**src/rtl/wave_trace_render.sv**
```systemverilog
// Pixel-domain waveform renderer: draws a line-filled capture trace over a graticule
// and locks the capture RAM for the duration of each traced frame.
module wave_trace_render #(
  parameter int unsigned X_START      = 448,
  parameter int unsigned Y_TOP        = 200,
  parameter int unsigned GRID_SHIFT_X = 6,
  parameter int unsigned GRID_SHIFT_Y = 5,
  parameter logic [23:0] TRACE_COLOR  = 24'hFFFF00,
  parameter logic [23:0] GRID_COLOR   = 24'h404040,
  parameter logic [23:0] FRAME_COLOR  = 24'hFFFFFF,
  parameter logic [23:0] BG_COLOR     = 24'h000000
) (
  input  logic        pixel_clk,
  input  logic        rst,
  input  logic [11:0] pixel_xpos,
  input  logic [11:0] pixel_ypos,
  input  logic        buf_ready,
  output logic [9:0]  buf_rd_addr,
  input  logic [7:0]  buf_rd_data,
  output logic        buf_hold,
  output logic        buf_release,
  output logic [23:0] pixel_data
);

  localparam int unsigned COORD_W = 12;
  localparam int unsigned EXT_W   = COORD_W + 1;
  localparam int unsigned ADDR_W  = 10;
  localparam int unsigned SAMP_W  = 8;
  localparam int unsigned RGB_W   = 24;
  localparam int unsigned WIN_W   = 1024;
  localparam int unsigned WIN_H   = 256;

  localparam logic [EXT_W-1:0] X_LO = EXT_W'(X_START);
  localparam logic [EXT_W-1:0] X_HI = EXT_W'(X_START + WIN_W - 1);
  localparam logic [EXT_W-1:0] Y_LO = EXT_W'(Y_TOP);
  localparam logic [EXT_W-1:0] Y_HI = EXT_W'(Y_TOP + WIN_H - 1);
  localparam logic [EXT_W-1:0] BX_L = EXT_W'(X_START - 1);
  localparam logic [EXT_W-1:0] BX_R = EXT_W'(X_START + WIN_W);
  localparam logic [EXT_W-1:0] BY_T = EXT_W'(Y_TOP - 1);
  localparam logic [EXT_W-1:0] BY_B = EXT_W'(Y_TOP + WIN_H);

  typedef enum logic [1:0] {
    ST_IDLE,
    ST_ARMED,
    ST_DISPLAY,
    ST_RELEASE
  } lock_state_t;

  // Per-pixel attributes that travel alongside the RAM read.
  typedef struct packed {
    logic              in_win;
    logic              grid;
    logic              border;
    logic              trace_en;
    logic [SAMP_W-1:0] row;
  } px_tag_t;

  lock_state_t state_q, state_nxt;
  logic        hold_nxt, release_nxt, trace_en_c;

  logic [EXT_W-1:0]  x_ext, y_ext;
  logic [ADDR_W-1:0] col_c;
  logic [SAMP_W-1:0] row_c;
  logic              col_in_c, row_in_c, in_win_c, grid_c, border_c;
  logic              frame_start_c, last_px_c, first_col_c;
  px_tag_t           tag_c;

  px_tag_t           s0_q, s1_q, s2_q;
  logic              first_s0_q, first_s1_q;
  logic [SAMP_W-1:0] cur_q, prev_q;

  logic [SAMP_W-1:0] lvl_c, lo_c, hi_c;
  logic              trace_hit_c;
  logic [RGB_W-1:0]  color_c;

  // Stage-0 window, grid and border classification of the incoming coordinate.
  assign x_ext = {1'b0, pixel_xpos};
  assign y_ext = {1'b0, pixel_ypos};
  assign col_c = ADDR_W'(pixel_xpos - COORD_W'(X_START));
  assign row_c = SAMP_W'(pixel_ypos - COORD_W'(Y_TOP));

  assign col_in_c    = (x_ext >= X_LO) && (x_ext <= X_HI);
  assign row_in_c    = (y_ext >= Y_LO) && (y_ext <= Y_HI);
  assign in_win_c    = col_in_c && row_in_c;
  assign grid_c      = in_win_c && ((col_c[GRID_SHIFT_X-1:0] == '0) ||
                                    (row_c[GRID_SHIFT_Y-1:0] == '0));
  assign border_c    = (((x_ext == BX_L) || (x_ext == BX_R)) &&
                        (y_ext >= BY_T) && (y_ext <= BY_B)) ||
                       (((y_ext == BY_T) || (y_ext == BY_B)) &&
                        (x_ext >= BX_L) && (x_ext <= BX_R));
  assign first_col_c   = (x_ext == X_LO);
  assign frame_start_c = (pixel_xpos == '0) && (pixel_ypos == '0);
  assign last_px_c     = (x_ext == X_HI) && (y_ext == Y_HI);

  // Lock state register; hold/release are registered from the next state.
  always_ff @(posedge pixel_clk or posedge rst) begin
    if (rst) begin
      state_q     <= ST_IDLE;
      buf_hold    <= 1'b0;
      buf_release <= 1'b0;
    end else begin
      state_q     <= state_nxt;
      buf_hold    <= hold_nxt;
      buf_release <= release_nxt;
    end
  end

  // Lock next-state: trace is only enabled for frames entered at frame start.
  always_comb begin
    state_nxt   = state_q;
    trace_en_c  = 1'b0;
    hold_nxt    = 1'b0;
    release_nxt = 1'b0;
    case (state_q)
      ST_IDLE: begin
        if (buf_ready) state_nxt = ST_ARMED;
      end
      ST_ARMED: begin
        if (!buf_ready) begin
          state_nxt = ST_IDLE;
        end else if (frame_start_c) begin
          state_nxt  = ST_DISPLAY;
          trace_en_c = 1'b1;
        end
      end
      ST_DISPLAY: begin
        trace_en_c = 1'b1;
        if (last_px_c) state_nxt = ST_RELEASE;
      end
      ST_RELEASE: begin
        state_nxt = ST_IDLE;
      end
      default: begin
        state_nxt = ST_IDLE;
      end
    endcase
    hold_nxt    = (state_nxt == ST_DISPLAY);
    release_nxt = (state_nxt == ST_RELEASE);
  end

  always_comb begin
    tag_c          = '0;
    tag_c.in_win   = in_win_c;
    tag_c.grid     = grid_c;
    tag_c.border   = border_c;
    tag_c.trace_en = trace_en_c;
    tag_c.row      = row_c;
  end

  // Stage 0 registers the tag and read address; stage 1 covers the RAM access.
  always_ff @(posedge pixel_clk or posedge rst) begin
    if (rst) begin
      buf_rd_addr <= '0;
      s0_q        <= '0;
      s1_q        <= '0;
      first_s0_q  <= 1'b0;
      first_s1_q  <= 1'b0;
    end else begin
      buf_rd_addr <= col_in_c ? col_c : '0;
      s0_q        <= tag_c;
      first_s0_q  <= first_col_c;
      s1_q        <= s0_q;
      first_s1_q  <= first_s0_q;
    end
  end

  // Stage 2: sample arrives; prev is reloaded with the sample itself at column 0.
  always_ff @(posedge pixel_clk or posedge rst) begin
    if (rst) begin
      cur_q  <= '0;
      prev_q <= '0;
      s2_q   <= '0;
    end else begin
      cur_q  <= buf_rd_data;
      prev_q <= first_s1_q ? buf_rd_data : cur_q;
      s2_q   <= s1_q;
    end
  end

  // Row 0 is the top of the window, so the level drawn there is 255.
  always_comb begin
    lvl_c       = ~s2_q.row;
    lo_c        = (prev_q < cur_q) ? prev_q : cur_q;
    hi_c        = (prev_q < cur_q) ? cur_q : prev_q;
    trace_hit_c = s2_q.in_win && s2_q.trace_en && (lvl_c >= lo_c) && (lvl_c <= hi_c);
    color_c     = BG_COLOR;
    if (trace_hit_c) begin
      color_c = TRACE_COLOR;
    end else if (s2_q.border) begin
      color_c = FRAME_COLOR;
    end else if (s2_q.grid) begin
      color_c = GRID_COLOR;
    end
  end

  always_ff @(posedge pixel_clk or posedge rst) begin
    if (rst) begin
      pixel_data <= '0;
    end else begin
      pixel_data <= color_c;
    end
  end

endmodule

```
**config.mk**
```make
export PLATFORM = sky130hd
export DESIGN_NAME = wave_trace_render
export DESIGN_NICKNAME = d
export VERILOG_FILES = /design/src/rtl/wave_trace_render.sv
export SDC_FILE = /design/constraint.sdc
export NUM_CORES = 1
export LEC_CHECK = 0
export CORE_AREA = 2 2 92 112
export DETAILED_ROUTE_END_ITERATION = 10
export DIE_AREA = 0 0 94 114
export PLACE_DENSITY = 0.57
export REMOVE_ABC_BUFFERS = 1
export SKIP_LAST_GASP = 1
export SYNTH_ARGS = -nofsm -noshare
export SYNTH_HDL_FRONTEND = slang
export SYNTH_SLANG_ARGS = --single-unit
```
**constraint.sdc**
```tcl
create_clock -name pixel_clk -period 3.5 [get_ports pixel_clk]
set_clock_uncertainty 0.1 [all_clocks]
set_input_delay 0.525 -clock pixel_clk [delete_from_list [all_inputs] [get_ports pixel_clk]]
set_output_delay 0.525 -clock pixel_clk [all_outputs]
set_load 0.02 [all_outputs]
```
# Yosys cells after proc, flatten, opt, wreduce, memory -nomap -nowiden
# Cells that the tools add are included.
dict set report word_totals {
  reg_bits 92
  input_bits 35
  output_inout_bits 36
  elab_cells 87
}
dict set report op_classes {
  add_sub_neg 2
  order_cmp 11
  n_eq_ne 12
  muxes 15
  bitwise 1
  n_reduce_logical 22
}
# cell count
set ops {}
lappend ops {{$eq 12x9->1 const B} 4}
lappend ops {{$mux 24} 2}
lappend ops {{$eq 12x11->1 const B} 2}
lappend ops {{$ge 12x8->1 const B} 2}
lappend ops {{$ge 12x9->1 const B} 2}
lappend ops {{$le 12x11->1 const B} 2}
lappend ops {{$le 12x9->1 const B} 2}
lappend ops {{$logic_not 12->1} 2}
lappend ops {{$mux 8} 3}
lappend ops {{$mux 23} 1}
lappend ops {{$logic_and 1x1->1} 13}
lappend ops {{$eq 12x8->1 const B} 1}
lappend ops {{$mux 10} 1}
lappend ops {{$sub 10x9->10 const B} 1}
lappend ops {{$eq 2x2->1 const B} 4}
lappend ops {{$ge 8x8->1} 1}
lappend ops {{$le 8x8->1} 1}
lappend ops {{$lt 8x8->1} 1}
lappend ops {{$mux 2} 4}
lappend ops {{$not 8->8} 1}
lappend ops {{$pmux 2 s4} 1}
lappend ops {{$sub 8x8->8 const B} 1}
lappend ops {{$logic_not 6->1} 1}
lappend ops {{$logic_not 5->1} 1}
lappend ops {{5 further kinds} 9}

# Longest topological paths before layout
# Gate-level depths: netlist of run 1.
dict set report depth {
  ltp_word 6
  mapped_depth 15
}

# Worst setup path before layout of run 1
# No wires, ideal clock.
dict set report synth_timing {
  path_type {reg-to-reg}
  from {register cur_q[5]}
  to {register pixel_data[22]}
  setup_time_ns 0.067
  arrival_time_ns 3.096
  t_required_ns 3.333
  setup_slack_ns 0.237
  path_stages_with_launch 16
  period_less_slack_ns 3.263
  path_cell_list {dfrtp_1 > inv_1 > ha_1 > a21o_1 > a21o_1 > a21oi_1 > o31a_1 > buf_2 > buf_4 > mux2i_1 > ha_1 > nor2b_1 > o211ai_1 > a21oi_1 > a2111oi_2 > o32a_1}
}
dict set report synth_between {
  elab_chain_len 6
  word_cells_on_any_way 8
  cone_classes {order compare: 3; mux: 3; reduce/logical: 2}
}
# item line_no
set synth_lines {}
lappend synth_lines {{start, declared} 70} ;# logic [SAMP_W-1:0] cur_q, prev_q;
lappend synth_lines {{start signal, assigned} 174} ;# cur_q <= buf_rd_data;
lappend synth_lines {{$lt 8x8->1} {183, 184}}
lappend synth_lines {{$mux 8} 183} ;# lo_c = (prev_q < cur_q) ? prev_q : cur_q;
lappend synth_lines {{$ge 8x8->1} 185} ;# trace_hit_c = s2_q.in_win && s2_q.trace_en && (lvl_c >= lo_c) && (lvl_c <= hi_c);
lappend synth_lines {{$logic_and 1x1->1} 185}
lappend synth_lines {{$logic_and 1x1->1 (*)} 185}
lappend synth_lines {{$mux 24 (*)} 187} ;# if (trace_hit_c) begin
lappend synth_lines {{end signal, assigned} 200} ;# pixel_data <= color_c;
lappend synth_lines {{end, declared} 22} ;# output logic [23:0] pixel_data
# Mark *: on every way between the ends. The rest lies on a longest branch, timed or not.

# Worst setup path after layout of run 1
# Ends and elaborated chain as after synthesis.

==> results of run 1 <==
cells in the final DEF, fill, tap and decap left out, drive strengths merged, types with 3 or more instances in the layout:
master	synthesis	layout
dfrtp	72	72
clkdlybuf4s50	0	70
ha	31	31
inv	24	27
nand2	15	15
nor2	14	14
mux2i	14	14
o21ai	11	11
clkbuf	1	10
nor3	9	9
and2	9	9
nand4	8	8
a21o	8	8
a21oi	8	8
xnor2	5	5
buf	22	5
nand2b	4	4
mux2	3	3
nand3	3	3
o211ai	3	3
or2	3	3
layer usage:
metal / GRT usage, % / wire (µm) / vias to the layer above
met1: 16.4 / 2830 / 1145
li1: - / - / 1152
met4: 5.89 / 132 / 0
met2: 24.2 / 3450 / 77
met3: 3.43 / 362 / 10
met5: 0 / 0 / -
worst max-delay path, stage by stage, from the launching register on:
cell	delay, ns
dfrtp_1	0.39
inv_1	0.07
ha_1	0.31
a21o_1	0.16
a21o_1	0.18
a21oi_2	0.14
o31a_1	0.20
buf_6	0.14
mux2i_2	0.21
ha_1	0.26
a21o_1	0.19
a21o_1	0.21
a2111oi_4	0.45
o32a_1	0.23
flip-flops by register name, indices dropped and copies added, names as in the netlist:
register and flops:
s0_q 12, s2_q 12, pixel_data 4, first_s1_q 1
cur_q 8, prev_q 8, buf_hold 1, buf_rd_addr 10
s1_q 12, state_q 2, buf_release 1, first_s0_q 1
area by class of cell:
type / instances / area, µm² / area share (%)
inverters: 24 / 90.1 / 2.02
repair buffers: 75 / 742 / 16.6
clock inverters: 6 / 50.0 / 1.12
well taps: 126 / 158 / 3.53
clock buffers: 10 / 229 / 5.13
multi-input cells: 178 / 1390 / 31.2
flip-flops and latches: 72 / 1800 / 40.4
power groups by stage:
stage	combinational [µW]	clock, µW	sequential, µW
finish	325	844	897
floorplan	187	0	914
detailed placement	314	0	912
global placement	306	0	910
CTS	316	869	897
global route	368	909	902
cell families (layout without fill, tap and decap cells):
group                    Yosys count  count (layout)  share of synthesized area [%]
multiplexers                      17              17                           5.09
flip-flops                        72              72                           52.8
buffers and inverters             47             115                           7.51
XOR/XNOR                           6               6                           1.54
AND/OR/NAND/NOR                   74              74                           11.4
AO/OA/AOI/OAI                     50              50                           10.4
adder cells (fa/ha/maj)           31              31                           11.4
metrics by stage:
stage / cell area (µm²) / setup TNS, ns / total power, µW / worst slack [ns] / hold WS (ns)
after detailed placement: 4140 / 0 / 1230 / 0.0218 / 0.235
after floorplan: 3250 / -0.0593 / 1100 / -0.0593 / 0.231
after CTS: 4420 / 0 / 2080 / 0.0188 / 0.243
final: 4460 / 0 / 2070 / 0.185 / 0.242
after global placement: 4140 / 0 / 1220 / 0.0867 / 0.232
after global routing: 4460 / 0 / 2180 / 0.0193 / 0.252
worst min-delay path by stage:
stage / depth (start not counted) / from / endpoint
final: 0 / s1_q[5] / s2_q[5]
after floorplan: 0 / first_s0_q / first_s1_q
after detailed placement: 0 / s1_q[5] / s2_q[5]
after CTS: 0 / s1_q[5] / s2_q[5]
after global placement: 0 / s1_q[6] / s2_q[6]
after global routing: 0 / s0_q[3] / s1_q[3]
==> results.json, run 1 <==
{
  "outcome": "completed",
  "synth-seq-cells": 72,
  "cp-end-kind": "flip-flop",
  "synth.yosys.seq_area_share_pct": 52.8,
  "criticalPathCategory": "reg2reg",
  "start_util_pct": 35.0,
  "setup.worst_path.start_class": "flip-flop",
  "worstSetupEndpoint": "pixel_data[22]",
  "comb_power_share_pct": 15.7,
  "layout_min_cycle_time_ns": 3.31,
  "ant_nets": 0,
  "worstSkewPairLatency_ns": 0.33,
  "die_w_um": 94,
  "finalCoreUtilization_pct": 45.7,
  "grt-ovfl-total": 0,
  "r2r-end": "pixel_data[22]",
  "area_growth_syn_to_layout_pct": 30.7,
  "final_cells": 491,
  "r2r_slack_ns": 0.19,
  "reg2reg_depth": 13,
  "max-clock-path-buffers": 2,
  "fillCellCount": 918,
  "maxSlewHeadroom_pct": 56.8,
  "grt_usage_pct": 14.0,
  "powerDensity_nw_per_um2": 463,
  "dp.cells": 475,
  "post-route-drc-count": 0,
  "cts_hold_buffers": 0,
  "crit_arrival_ns": 3.48,
  "grt_max_degree": 34,
  "required_ns": 3.67,
  "netlist_area_um2": 3410,
  "syn_inst": 297,
  "drt_wl_total_mm": 6.78,
  "synth_most_common_cell": "dfrtp_1",
  "viasPerCell": 4.86,
  "post_cts_resized": 0,
  "dieHeight_um": 114,
  "antennaDiodeCount": 0,
  "fmax_mhz": 302,
  "rsz0062_at_grt": "false",
  "cts_setup_buffers": 0,
  "synth_edf_count": 0,
  "crit_start": "cur_q[5]",
  "hpwlAfterDp_mm": 5.18,
  "hold_path_class": "reg2reg",
  "path_max_fanout": 4,
  "avgSynthCellArea_um2": 11.5,
  "ys_types": 47,
  "p_leak_uw": 0.00203,
  "timing.rr.start": "cur_q[5]",
  "die-area_um2": 10700,
  "vias": 2384,
  "htree_levels": 3,
  "coreArea_um2": 9760,
  "slew_violations": 0,
  "place_congestion": 0.815,
  "power_frac_seq_pct": 43.4,
  "finalSetupViolations": 0,
  "yosys_most_used_dff": "dfrtp_1",
  "swShare_pct": 26.5,
  "ir_worst_vdd_mv": 0.200,
  "clkPwrFrac_pct": 40.8,
  "yosysWarnings": 0,
  "clkSlewWorstSetupHoldPaths_ns": 0.06,
  "power.switching_uw": 547,
  "cts_root_buf": "clkbuf_16",
  "p_int_uw": 1520,
  "grt_first_pass_wirelength_mm": 11.6,
  "first_pass_iters": 4,
  "finalCritPeriodShare_pct": 94.7,
  "grt_pass1_vias": 2446,
  "worstMarginPinSlew_ns": 0.648,
  "antenna_found_initial": 0,
  "hold_viol_final": 0,
  "numPortBuffers": 70,
  "cap_violations": 0,
  "cts_sinks": 72,
  "ios": 71,
  "nNetsFinal": 426,
  "row_count": 40,
  "yosys.area.top_type": "dfrtp_1",
  "layout-drive-gt1-share_pct": 9.86,
  "netlist_top_cells_count": "dfrtp_1 (72), ha_1 (31), inv_1 (24)",
  "yosys.area.top_type_share_pct": 52.8,
  "numCtsBuffers": 9,
  "ys_top_cells_by_area": "dfrtp_1 (53%), ha_1 (11%), buf_4 (4.6%), mux2i_1 (4.1%), inv_1 (2.6%)",
  "wl_per_cell_um": 13.8,
  "cts_tree": "yes",
  "drt-initial-drc-count": 92,
  "synthArstFlopShare_pct": 100
}
Note: power is estimated with default switching activity, not from simulation.
==> run 2, diff against run 1 <==
--- a/config.mk
+++ b/config.mk
@@ -8,6 +8,7 @@
 export CORE_AREA = 2 2 92 112
 export DETAILED_ROUTE_END_ITERATION = 10
 export DIE_AREA = 0 0 94 114
+export MAX_ROUTING_LAYER = met4
 export PLACE_DENSITY = 0.57
 export REMOVE_ABC_BUFFERS = 1
 export SKIP_LAST_GASP = 1
==> results.json, run 2 (same netlist as run 1, synthesis figures left out) <==
{
  "criticalPathCategory": "reg2reg",
  "hold_path_class": "reg2reg",
  "numPortBuffers": 70,
  "rsz0062_at_grt": "false",
  "coreArea_um2": 9760,
  "final_cells": 491,
  "dieHeight_um": 114,
  "layout-drive-gt1-share_pct": 9.86,
  "cts_root_buf": "clkbuf_16",
  "ir_worst_vdd_mv": 0.198,
  "fmax_mhz": 302,
  "reg_top3": "s0_q: 12 flops, s1_q: 12 flops, s2_q: 12 flops",
  "powerDensity_nw_per_um2": 463,
  "cap_violations": 0,
  "ios": 71,
  "hold_viol_final": 0,
  "worstSkewPairLatency_ns": 0.33,
  "grt_max_degree": 34,
  "fillCellCount": 918,
  "viasPerCell": 4.87,
  "slew_violations": 0,
  "setup.worst_path.start_class": "flip-flop",
  "cpLargestDelayFamily": "compound AO/OA/AOI/OAI gates",
  "first_pass_iters": 4,
  "cp-end-kind": "flip-flop",
  "required_ns": 3.66,
  "ant_nets": 0,
  "wl_per_cell_um": 13.9,
  "max-clock-path-buffers": 2,
  "row_count": 40,
  "maxSlewHeadroom_pct": 56.8,
  "final_cell_mix": "dfrtp_1 (72), clkdlybuf4s50_1 (70), ha_1 (31)",
  "worstMarginPinSlew_ns": 0.647,
  "cts_sinks": 72,
  "fin_area_um2": 4460,
  "nNetsFinal": 426,
  "crit_path_top_delay_cell": "a2111oi_4",
  "crit_arrival_ns": 3.47,
  "crit_top_cell": "a21o_1",
  "grt-ovfl-total": 0,
  "grt_usage_pct": 14.4,
  "critical_path.cell_chain": "inv_1 -> ha_1 -> a21o_1 -> a21o_1 -> a21oi_2 -> o31a_1 -> buf_6 -> mux2i_2 -> ha_1 -> a21o_1 -> a21o_1 -> a2111oi_4 -> o22a_1",
  "place_area_um2": 4140,
  "antenna_found_initial": 0,
  "htree_levels": 3,
  "drt_wl_total_mm": 6.82,
  "clkSlewWorstSetupHoldPaths_ns": 0.06,
  "cts_hold_buffers": 0,
  "worst_slack_ns": 0.188,
  "post-route-drc-count": 0,
  "cpPeakStageDelay_ns": 0.45,
  "dp.cells": 475,
  "crit_buf_inv": 2,
  "final_common_cell": "dfrtp_1",
  "hpwlAfterDp_mm": 5.18,
  "vias": 2389,
  "start_util_pct": 35.0,
  "outcome": "completed",
  "area_growth_syn_to_layout_pct": 30.7,
  "finalSetupViolations": 0,
  "place_congestion": 0.827,
  "antennaDiodeCount": 0,
  "cts_setup_buffers": 0,
  "drt-initial-drc-count": 79,
  "layout_min_cycle_time_ns": 3.31,
  "finalCritPeriodShare_pct": 94.6,
  "numCtsBuffers": 9,
  "cts_tree": "yes",
  "p_leak_uw": 0.00203,
  "die_w_um": 94,
  "pre_cts_ws_ns": 0.0218,
  "holdWs_ns": 0.241,
  "post_cts_resized": 0,
  "grt_first_pass_wirelength_mm": 11.6,
  "grt_pass1_vias": 2439,
  "die-area_um2": 10700,
  "path_max_fanout": 4
}
==> run 2: cell counts in the layout (fill, tap and decap cells not counted) <==
Identical to the previous run, type by type.
==> run 2: worst reg2reg max path, cell delays in order (launching register included) <==
cell       delay (ns)
dfrtp_1          0.39
inv_1            0.07
ha_1             0.31
a21o_1           0.16
a21o_1           0.18
a21oi_2          0.14
o31a_1           0.21
buf_6            0.14
mux2i_2          0.21
ha_1             0.26
a21o_1           0.19
a21o_1           0.21
a2111oi_4        0.45
o22a_1           0.22
==> run 2: cell type report <==
cell class	count	area, µm²	area share [%]
multi-input cells	178	1390	31.2
clock inverters	6	50.0	1.12
flip-flops and latches	72	1800	40.4
inverters	24	90.1	2.02
clock buffers	10	229	5.13
well taps	126	158	3.53
repair buffers	75	742	16.6
==> run 2: per-layer routing <==
| layer | track usage, % | share of wire (%) |
|---|---|---|
| met2 | 24.0 | 51 |
| met3 | 4.03 | 5.2 |
| met1 | 16.6 | 43 |
| met4 | 5.02 | 1.5 |
| met5 | - | 0 |
==> run 2: path summary, 6_finish.rpt <==
check                      slack [ns]              to  cells after the start     start
max                              0.19  pixel_data[21]                     13  cur_q[5]
min                              0.24         s2_q[5]                      0   s1_q[5]
max reg2reg                      0.19  pixel_data[21]                     13  cur_q[5]
min reg2reg                      0.24         s2_q[5]                      0   s1_q[5]
max in group asynchronous        2.15         s2_q[0]                      3       rst
min in group asynchronous        0.40  pixel_data[22]                      2       rst
==> run 2: stage by stage <==
step | TNS, ns | power [µW] | utilization [%]
6_report | 0 | 2070 | 45.7
5_1_grt | 0 | 2180 | 45.7
4_1_cts | 0 | 2080 | 45.3
3_5_place_dp | 0 | 1230 | 42.5
3_3_place_gp | 0 | 1220 | 42.5
2_1_floorplan | -0.0593 | 1100 | -
==> run 2: report_power, final <==
group | switching (µW) | internal (µW)
Sequential | 21.2 | 876
Combinational | 170 | 156
Clock | 355 | 488
